<file path="src/rtl/led_pattern_engine_if.sv">
// ---------------------------------------------------------------------------
// led_pattern_engine_if
//   Groups the control inputs and pattern outputs of led_pattern_engine.
//   Clock and reset stay plain ports on the engine itself.
//
//   Signals:
//     S_TOP    [SEL_W-1:0]  speed select (larger = slower step)
//     MODE     [1:0]        00 rotl, 01 rotr, 10 bounce, 11 binary count
//     PAUSE                 1 = hold the pattern, divider keeps running
//     LOUT_TOP [LED_W-1:0]  registered LED pattern
//     STEP                  registered one-cycle pulse per pattern advance
//     DIR_DBG               bounce direction state (0 = LEFT, 1 = RIGHT)
//     DIV_DBG  [DIV_W-1:0]  free-running divider value
//
//   There is no valid/ready handshake: the controls are level inputs sampled
//   every clock, and STEP is a pulse that the consumer may ignore.
// ---------------------------------------------------------------------------
interface led_pattern_engine_if #(
    parameter int LED_W = 8,
    parameter int DIV_W = 26,
    parameter int SEL_W = 3
);
    logic [SEL_W-1:0] S_TOP;
    logic [1:0]       MODE;
    logic             PAUSE;
    logic [LED_W-1:0] LOUT_TOP;
    logic             STEP;
    logic             DIR_DBG;
    logic [DIV_W-1:0] DIV_DBG;

    // Controller side (drives the controls, observes the pattern).
    modport master (
        output S_TOP, MODE, PAUSE,
        input  LOUT_TOP, STEP, DIR_DBG, DIV_DBG
    );

    // Engine side.
    modport slave (
        input  S_TOP, MODE, PAUSE,
        output LOUT_TOP, STEP, DIR_DBG, DIV_DBG
    );
endinterface

</file>
<file path="src/rtl/led_pattern_engine.sv">
// ---------------------------------------------------------------------------
// led_pattern_engine
//   LED pattern generator running on a single clock. A free-running divider
//   is tapped at bit T = DIV_W - 2**SEL_W + S_TOP; the rising edge of that
//   bit is a one-cycle clock enable (tick) that advances the pattern.
//
//   Ports:
//     CLK_TOP  in   system clock
//     RST_TOP  in   synchronous reset, active-high
//     bus      slave modport of led_pattern_engine_if
//                  (S_TOP, MODE, PAUSE in; LOUT_TOP, STEP, DIR_DBG,
//                   DIV_DBG out)
//
//   All outputs come straight from registers.
// ---------------------------------------------------------------------------
module led_pattern_engine #(
    parameter int LED_W = 8,
    parameter int DIV_W = 26,
    parameter int SEL_W = 3
) (
    input  logic                  CLK_TOP,
    input  logic                  RST_TOP,
    led_pattern_engine_if.slave   bus
);

    localparam int TAP_BASE = DIV_W - 2**SEL_W;
    localparam int IDX_W    = $clog2(DIV_W);

    typedef enum logic {
        DIR_LEFT  = 1'b0,
        DIR_RIGHT = 1'b1
    } dir_t;

    logic [DIV_W-1:0] r_div;
    logic             r_tap_q;
    logic [SEL_W-1:0] r_s_q;
    logic [1:0]       r_mode_q;
    logic [LED_W-1:0] r_lout;
    logic             r_step;
    dir_t             r_dir;

    logic [IDX_W-1:0] w_tap_idx;
    logic             w_tap_bit;
    logic             w_tick;
    logic             w_mode_chg;
    logic [LED_W-1:0] w_shl;
    logic [LED_W-1:0] w_shr;
    logic [LED_W-1:0] w_lout_next;
    dir_t             w_dir_next;
    logic             w_step_next;

    function automatic logic [LED_W-1:0] seed_of(input logic [1:0] m);
        return (m == 2'b11) ? '0 : LED_W'(1);
    endfunction

    assign w_tap_idx = IDX_W'(TAP_BASE) + IDX_W'(bus.S_TOP);
    assign w_tap_bit = r_div[w_tap_idx];

    // Rising edge of the tap bit. Blocked on the cycle the speed select moves,
    // because the tap index and tap_q then refer to different bits.
    assign w_tick     = w_tap_bit & ~r_tap_q & (bus.S_TOP == r_s_q);
    assign w_mode_chg = (bus.MODE != r_mode_q);

    assign w_shl = {r_lout[LED_W-2:0], 1'b0};
    assign w_shr = {1'b0, r_lout[LED_W-1:1]};

    // Next-state / output logic. Mode reload beats tick and pause.
    always_comb begin
        w_lout_next = r_lout;
        w_dir_next  = r_dir;
        w_step_next = 1'b0;
        if (w_mode_chg) begin
            w_lout_next = seed_of(bus.MODE);
            w_dir_next  = DIR_LEFT;
        end else if (w_tick && !bus.PAUSE) begin
            w_step_next = 1'b1;
            case (r_mode_q)
                2'b00: w_lout_next = {r_lout[LED_W-2:0], r_lout[LED_W-1]};
                2'b01: w_lout_next = {r_lout[0], r_lout[LED_W-1:1]};
                2'b10: begin
                    if (!$onehot(r_lout)) begin
                        // Recover from a corrupted pattern by restarting.
                        w_lout_next = seed_of(2'b10);
                        w_dir_next  = DIR_LEFT;
                    end else if (r_dir == DIR_LEFT) begin
                        w_lout_next = w_shl;
                        if (w_shl[LED_W-1]) w_dir_next = DIR_RIGHT;
                    end else begin
                        w_lout_next = w_shr;
                        if (w_shr[0]) w_dir_next = DIR_LEFT;
                    end
                end
                default: w_lout_next = r_lout + LED_W'(1);
            endcase
        end
    end

    always_ff @(posedge CLK_TOP) begin
        if (RST_TOP) begin
            r_div    <= '0;
            r_tap_q  <= 1'b0;
            r_s_q    <= bus.S_TOP;
            r_mode_q <= bus.MODE;
            r_lout   <= seed_of(bus.MODE);
            r_dir    <= DIR_LEFT;
            r_step   <= 1'b0;
        end else begin
            r_div    <= r_div + DIV_W'(1);
            r_tap_q  <= w_tap_bit;
            r_s_q    <= bus.S_TOP;
            r_mode_q <= bus.MODE;
            r_lout   <= w_lout_next;
            r_dir    <= w_dir_next;
            r_step   <= w_step_next;
        end
    end

    assign bus.LOUT_TOP = r_lout;
    assign bus.STEP     = r_step;
    assign bus.DIR_DBG  = r_dir;
    assign bus.DIV_DBG  = r_div;

endmodule
</file>
<file path="src/flat_wrapper.sv">
// flat-port wrapper written by rule: the top's interface ports become plain ports
module led_pattern_engine_flat 
#(
    parameter int LED_W = 8,
    parameter int DIV_W = 26,
    parameter int SEL_W = 3
)
  (CLK_TOP, RST_TOP, bus_S_TOP, bus_MODE, bus_PAUSE, bus_LOUT_TOP, bus_STEP, bus_DIR_DBG, bus_DIV_DBG);
  led_pattern_engine_if #(.LED_W(LED_W), .DIV_W(DIV_W), .SEL_W(SEL_W)) bus_i ();
  input  logic CLK_TOP;
  input  logic RST_TOP;
  input wire logic [$bits(bus_i.S_TOP)-1:0] bus_S_TOP;
  input wire logic [$bits(bus_i.MODE)-1:0] bus_MODE;
  input wire logic [$bits(bus_i.PAUSE)-1:0] bus_PAUSE;
  output wire logic [$bits(bus_i.LOUT_TOP)-1:0] bus_LOUT_TOP;
  output wire logic [$bits(bus_i.STEP)-1:0] bus_STEP;
  output wire logic [$bits(bus_i.DIR_DBG)-1:0] bus_DIR_DBG;
  output wire logic [$bits(bus_i.DIV_DBG)-1:0] bus_DIV_DBG;
  assign bus_i.S_TOP = bus_S_TOP;
  assign bus_i.MODE = bus_MODE;
  assign bus_i.PAUSE = bus_PAUSE;
  assign bus_LOUT_TOP = bus_i.LOUT_TOP;
  assign bus_STEP = bus_i.STEP;
  assign bus_DIR_DBG = bus_i.DIR_DBG;
  assign bus_DIV_DBG = bus_i.DIV_DBG;
  led_pattern_engine #(.LED_W(LED_W), .DIV_W(DIV_W), .SEL_W(SEL_W)) u_core (.CLK_TOP(CLK_TOP), .RST_TOP(RST_TOP), .bus(bus_i));
endmodule
</file>
<file path="config.mk">
export PLATFORM = sky130hd
export DESIGN_NAME = led_pattern_engine_flat
export DESIGN_NICKNAME = d
export VERILOG_FILES = /design/src/rtl/led_pattern_engine_if.sv /design/src/rtl/led_pattern_engine.sv /design/src/flat_wrapper.sv
export SDC_FILE = /design/constraint.sdc
export NUM_CORES = 1
export LEC_CHECK = 0
export CORE_MARGIN = 2
export CORE_UTILIZATION = 30
export CTS_CLUSTER_SIZE = 24
export DETAILED_ROUTE_END_ITERATION = 10
export PLACE_DENSITY_LB_ADDON = 0.05
export REMOVE_ABC_BUFFERS = 1
export SYNTH_ARGS = -nofsm -noshare
export SYNTH_HDL_FRONTEND = slang
export SYNTH_SLANG_ARGS = --single-unit
</file>
<file path="constraint.sdc">
create_clock -name CLK_TOP -period 3.85 [get_ports CLK_TOP]
set_clock_uncertainty 0.2 [all_clocks]
set_input_delay 0.77 -clock CLK_TOP [delete_from_list [all_inputs] [get_ports CLK_TOP]]
set_output_delay 0.77 -clock CLK_TOP [all_outputs]
set_load 0.01 [all_outputs]
</file>
# --- Word-level counts from Yosys, hierarchy flattened ---
# Index checks and enable logic that the tools add are counted.
classes:
  eq_ne: 6
  bitwise: 3
  mux: 14
  order_cmp: 1
  reduce_logical: 6
  addsub: 10
op_table:
  columns: ["operator", "n"]
  rows:
  - ["two-way mux 8 bit", 5]
  - ["adder 26 x 1 -> 26 bit, second input constant", 1]
  - ["one-hot mux 8 bit (3 select lines)", 1]
  - ["adder 4 bit", 3]
  - ["adder 1 x 1 -> 2 bit", 4]
  - ["adder 8 x 1 -> 8 bit, second input constant", 1]
  - ["two-way mux 1 bit", 7]
  - ["less-than comparator 5 x 6 -> 1 bit, second input constant", 1]
  - ["adder 5 x 3 -> 5 bit, first input constant", 1]
  - ["binary-select mux 1 bit (select 5 bit)", 1]
  - ["equality test 2 bit, second input constant", 2]
  - ["equality test 4 x 1 -> 1 bit, second input constant", 1]
  - ["equality test 3 bit", 1]
  - ["nonzero test 3 bit", 1]
  - ["bitwise AND 1 bit", 2]
  - ["equality test 2 x 1 -> 1 bit, second input constant", 1]
  - ["logical NOT 2 bit", 1]
  - ["inequality test 2 bit", 1]
  - ["AND reduction 2 bit", 1]
  - ["OR reduction 2 bit", 1]
  - ["logical AND 1 bit", 1]
  - ["logical NOT 1 bit", 1]
  - ["NOT 1 bit", 1]
totals:
  elab_cells: 47
  ff_bits: 42
  in_bits: 8

# --- Longest topological paths before layout ---
depth:
  depth_word: 9
  depth_mapped: 12

# --- Worst setup path before layout ---
# OpenSTA, ideal clock, no wires.
synth_timing:
  path_kind: "register to register"
  startpoint: "register u_core.r_lout[0], in the netlist u_core.bus.LOUT_TOP[0]"
  endpoint: "register u_core.r_lout[0], in the netlist u_core.bus.LOUT_TOP[0], data pin"
  synth_period_minus_slack_ps: 4009
  setup_slack_ps: -159
  arrival_time_ps: 3541
  required_time_ps: 3381
  stages_incl_launch_ff: 13
  path_cell_list: "edfxtp_1 -> ha_1 -> fa_1 -> inv_1 -> fa_1 -> inv_1 -> ha_1 -> fa_1 -> nor4b_2 -> nand2_1 -> mux4_2 -> nor2_1 -> a31oi_1"
synth_between:
  elab_chain_cells: 9
  word_cells_on_any_way: 10
synth_lines:
  columns: ["element", "line_no", "source"]
  rows:
  - ["start: declaration", "led_pattern_engine.sv:38", "logic [LED_W-1:0] r_lout;"]
  - ["start signal: assignment", "led_pattern_engine.sv:104", "r_lout <= seed_of(bus.MODE);"]
  - ["start signal: assignment", "led_pattern_engine.sv:112", "r_lout <= w_lout_next;"]
  - ["adder 1 x 1 -> 2 bit (not written as such)", "led_pattern_engine.sv:81", "if (!$onehot(r_lout)) begin"]
  - ["adder 4 bit (not written as such) (2 in series)", "led_pattern_engine.sv:81", null]
  - ["equality test 4 x 1 -> 1 bit", "led_pattern_engine.sv:81", null]
  - ["two-way mux 8 bit", "led_pattern_engine.sv:81", null]
  - ["one-hot mux 8 bit (3 select lines) (*)", "led_pattern_engine.sv:77", "case (r_mode_q)"]
  - ["two-way mux 8 bit (*)", "led_pattern_engine.sv:75", "end else if (w_tick && !bus.PAUSE) begin"]
  - ["two-way mux 8 bit (*)", "led_pattern_engine.sv:72", "if (w_mode_chg) begin"]
  - ["two-way mux 8 bit (*)", "led_pattern_engine.sv:99", "if (RST_TOP) begin"]
# Every way passes the cells marked *; elsewhere a longest branch is shown, timed or not. The select of a mux whose other input is x is not followed.
# A chain may end at the register's enable or synchronous reset.

# --- Worst setup path after layout ---
# Same ends and word-level chain as after synthesis.

==> results.md <==
- Status: finished clean
- Most frequent cells after synthesis: dfxtp_1 (34), nor2_1 (31), xnor2_1 (16)
- Maxcap violations: 0
- Slew Limit Fails: 0
- Routed wire per std cell: 13.9 µm
- Psw: 0.300 mW
- Internal power: 0.751 mW
- Yosys warns: 0
- Period utilisation layout: 0.994
- Final ANT Viol Nets: 0
- CP Data Arrival Time: 3.66 ns
- Hold Crit Depth: 2
- Worst-Margin Slew: 0.567 ns
- First-pass GRT wire length: 9360 µm
- I/O pins: 44
- Aggregate global routing overflow: 0
- Post-Syn Area: 2270 µm²
- Seq/Total Area, Yosys: 0.405
- Routed vias/inst: 4.87
- Rows: 31
- Vias post-DR: 1924
- GP Congestion: 0.744
- Final HPWL DP: 3840 µm
- Final wirelength: 5510 µm
- Gate power share: 0.273
- Fill cells: 767
- Nets: 316
- Total power: 1.05 mW
- Vias in the first global route: 1848
- Most common cell in the netlist: dfxtp_1
- Clock Power Share: 0.274
- Die area: 8290 µm²
- DRT Pass-1 Iters: 5
- Worst-path cell chain: ha_4 -> fa_1 -> inv_1 -> fa_1 -> inv_1 -> ha_2 -> fa_1 -> nor4b_2 -> nand2_1 -> mux4_2 -> nor2_2 -> a31oi_1
- DR WL met2: 2380 µm
- Min-delay worst type: reg2reg
- Startpoint Class: flip-flop
- Biggest area consumer among synthesized cells: dfxtp_1
- Starting Density: 0.312
- Switching Fraction: 0.286
- Fraction of registers with async set/reset: 0
- Clock transition at path regs: 0.08 ns
- Flop pwr share: 0.453
- Port buffer count: 43
- Final Critical Period: 3.83 ns
- GR Util All Layers: 0.138
- Unrepaired setup endpoints after global routing: true
- Share of cells above drive strength 1: 0.176
- R2R cell count: 12
- Antenna violations before repair: 0
- CP Capture Type: flip-flop
- Clk Latency, worst-skew pair: 0.30 ns
- Max H-tree Level: 2
- Maximum vdd drop: 0.000161 V
- CTS buffer count: 5
- Largest net degree at the start of global routing: 28
- Final hold vios: 0
- EDFF count, synth: 8
- #FFs+latches synth: 42
- Root buffer cell: clkbuf_8
- Share of Yosys cell area claimed by the top area cell type: 0.300
- Post-route setup TNS: 0 ns
- Die Ht: 91.0 µm
- FMAX: 261 MHz
- Crit-path max cell delay: 0.53 ns
- Met3 WL: 266 µm
- M1 WL: 2770 µm
- Uppermost layer routed: met4
- Initial DRC Count: 100
- Drt drc: 0
- Maximum fanout along the worst path: 2
- Avg Synthesized Cell Area: 9.71 µm²
- Clock sink count: 42
- Top post-synthesis cells by area: dfxtp_1 (30%), edfxtp_1 (11%), xnor2_1 (6.2%), nor2_1 (5.1%), xor2_1 (5.0%)
- Worst path slowest cell: fa_1
- LEAKAGE: 1.13 nW
- Die Wd: 91.0 µm
- Post-synthesis cell count: 234
- Clk buf depth: 2
- Total core area: 7290 µm²
- Area Growth Syn to Fin: 34.8%
- Antenna diodes: 0
- CTS tree: yes
- Final setup viols: 0
- Unique masters post-synth: 43
- Crit Path Class: reg2reg
- Worst path required time: 3.68 ns
- P per Cell Area: 343 nW/µm²
- CP most frequent cell: fa_1
- Top_reg_cell synth: dfxtp_1
- Slew headroom: 0.621
metrics by stage:
stage,instances,hold WS (ns),cell area (µm²),util,worst slack (ns)
2_1_floorplan,225,0.309,2220,-,-0.159
3_3_place_gp,382,0.296,2890,0.396,-0.0479
3_5_place_dp,382,0.304,2890,0.396,-0.0649
4_1_cts,393,0.320,3010,0.413,-0.0247
5_1_grt,395,0.353,3060,0.420,-0.169
6_report,395,0.317,3060,0.420,0.0231
cell usage in the layout (no fill, tap or decap), types with 2 or more instances in the layout:
master,instances
inv_1,14
nand2_1,12
nand4_1,4
clkbuf_1,2
a21oi_1,7
nor4_2,4
dfxtp_1,34
buf_4,19
nor2b_1,3
nand3_1,13
xor2_1,13
clkbuf_8,5
and4_4,2
xnor2_1,16
mux4_2,2
ha_2,2
ha_1,6
fa_1,3
nor2_1,30
or3_1,6
clkdlybuf4s50_1,43
and3_1,5
nor3_1,6
nand2b_4,2
edfxtp_1,8
o21ai_0,5
a222oi_1,5
path summary, 6_finish.rpt:
check / to / slack [ns] / from
worst min register to register: u_core.bus.DIV_DBG[12] / 0.32 / u_core.bus.DIV_DBG[12]
worst min-delay path: u_core.bus.DIV_DBG[12] / 0.32 / u_core.bus.DIV_DBG[12]
worst max register to register: u_core.bus.LOUT_TOP[0] / 0.02 / u_core.bus.LOUT_TOP[0]
worst max-delay path: u_core.bus.LOUT_TOP[0] / 0.02 / u_core.bus.LOUT_TOP[0]
worst max-delay path, delay by kind of cell (launching register included):
| kind | cells | cell delay [ns] |
|---|---|---|
| AOI/OAI and AO/OA | 1 | 0.05 |
| muxes | 1 | 0.49 |
| and+or+nand+nor | 3 | 0.49 |
| DFF | 1 | 0.44 |
| buffers and inverters | 2 | 0.09 |
| adders and majority gates | 5 | 1.81 |
flip-flops by register name, indices dropped and copies added, names as in the netlist:
signal / flops
u_core.r_tap_q: 1
u_core.bus.LOUT_TOP: 8
u_core.bus.STEP: 1
u_core.bus.DIR_DBG: 1
u_core.r_mode_q: 2
u_core.r_s_q: 3
u_core.bus.DIV_DBG: 26
power groups by stage:
stage                     logic [mW]  registers (mW)  clock network [mW]
final                          0.287           0.476               0.288
after global routing           0.319           0.479               0.323
after CTS                      0.261           0.475               0.300
after detailed placement       0.222           0.484                   0
after global placement         0.221           0.484                   0
after floorplan                0.104           0.494                   0
cell families (layout without fill, tap and decap cells):
logic type,count (synthesis),in the layout,synth area share
xor+xnor,29,29,0.112
mux,4,4,0.0292
buf+inv,24,86,0.0468
simple gates,95,95,0.233
flops,42,42,0.405
fa+ha+maj,13,13,0.0848
compound gates,27,27,0.0887
per-layer routing:
layer,vias to the layer above,track usage
li1,946,-
met1,920,0.196
met2,51,0.204
met3,7,0.0382
met4,0,0.0429
met5,-,0
repair_timing:
item	4_1_cts	5_1_grt
endpoints found under the setup margin	6	9
resized for setup	6	9
buffers inserted	3	3
pin swaps	11	16
hold buffers	0	0
area by class of cell:
| class | instances | area [µm²] | area share |
|---|---|---|---|
| multi-input combinational | 168 | 1290 | 0.423 |
| sequential | 42 | 921 | 0.301 |
| timing repair buffer | 63 | 584 | 0.191 |
| tap | 99 | 124 | 0.0404 |
| clock buffer | 7 | 76.3 | 0.0249 |
| inverter | 15 | 56.3 | 0.0184 |
| clock inverter | 1 | 6.26 | 0.00204 |
(Power assumes the default switching activity.)
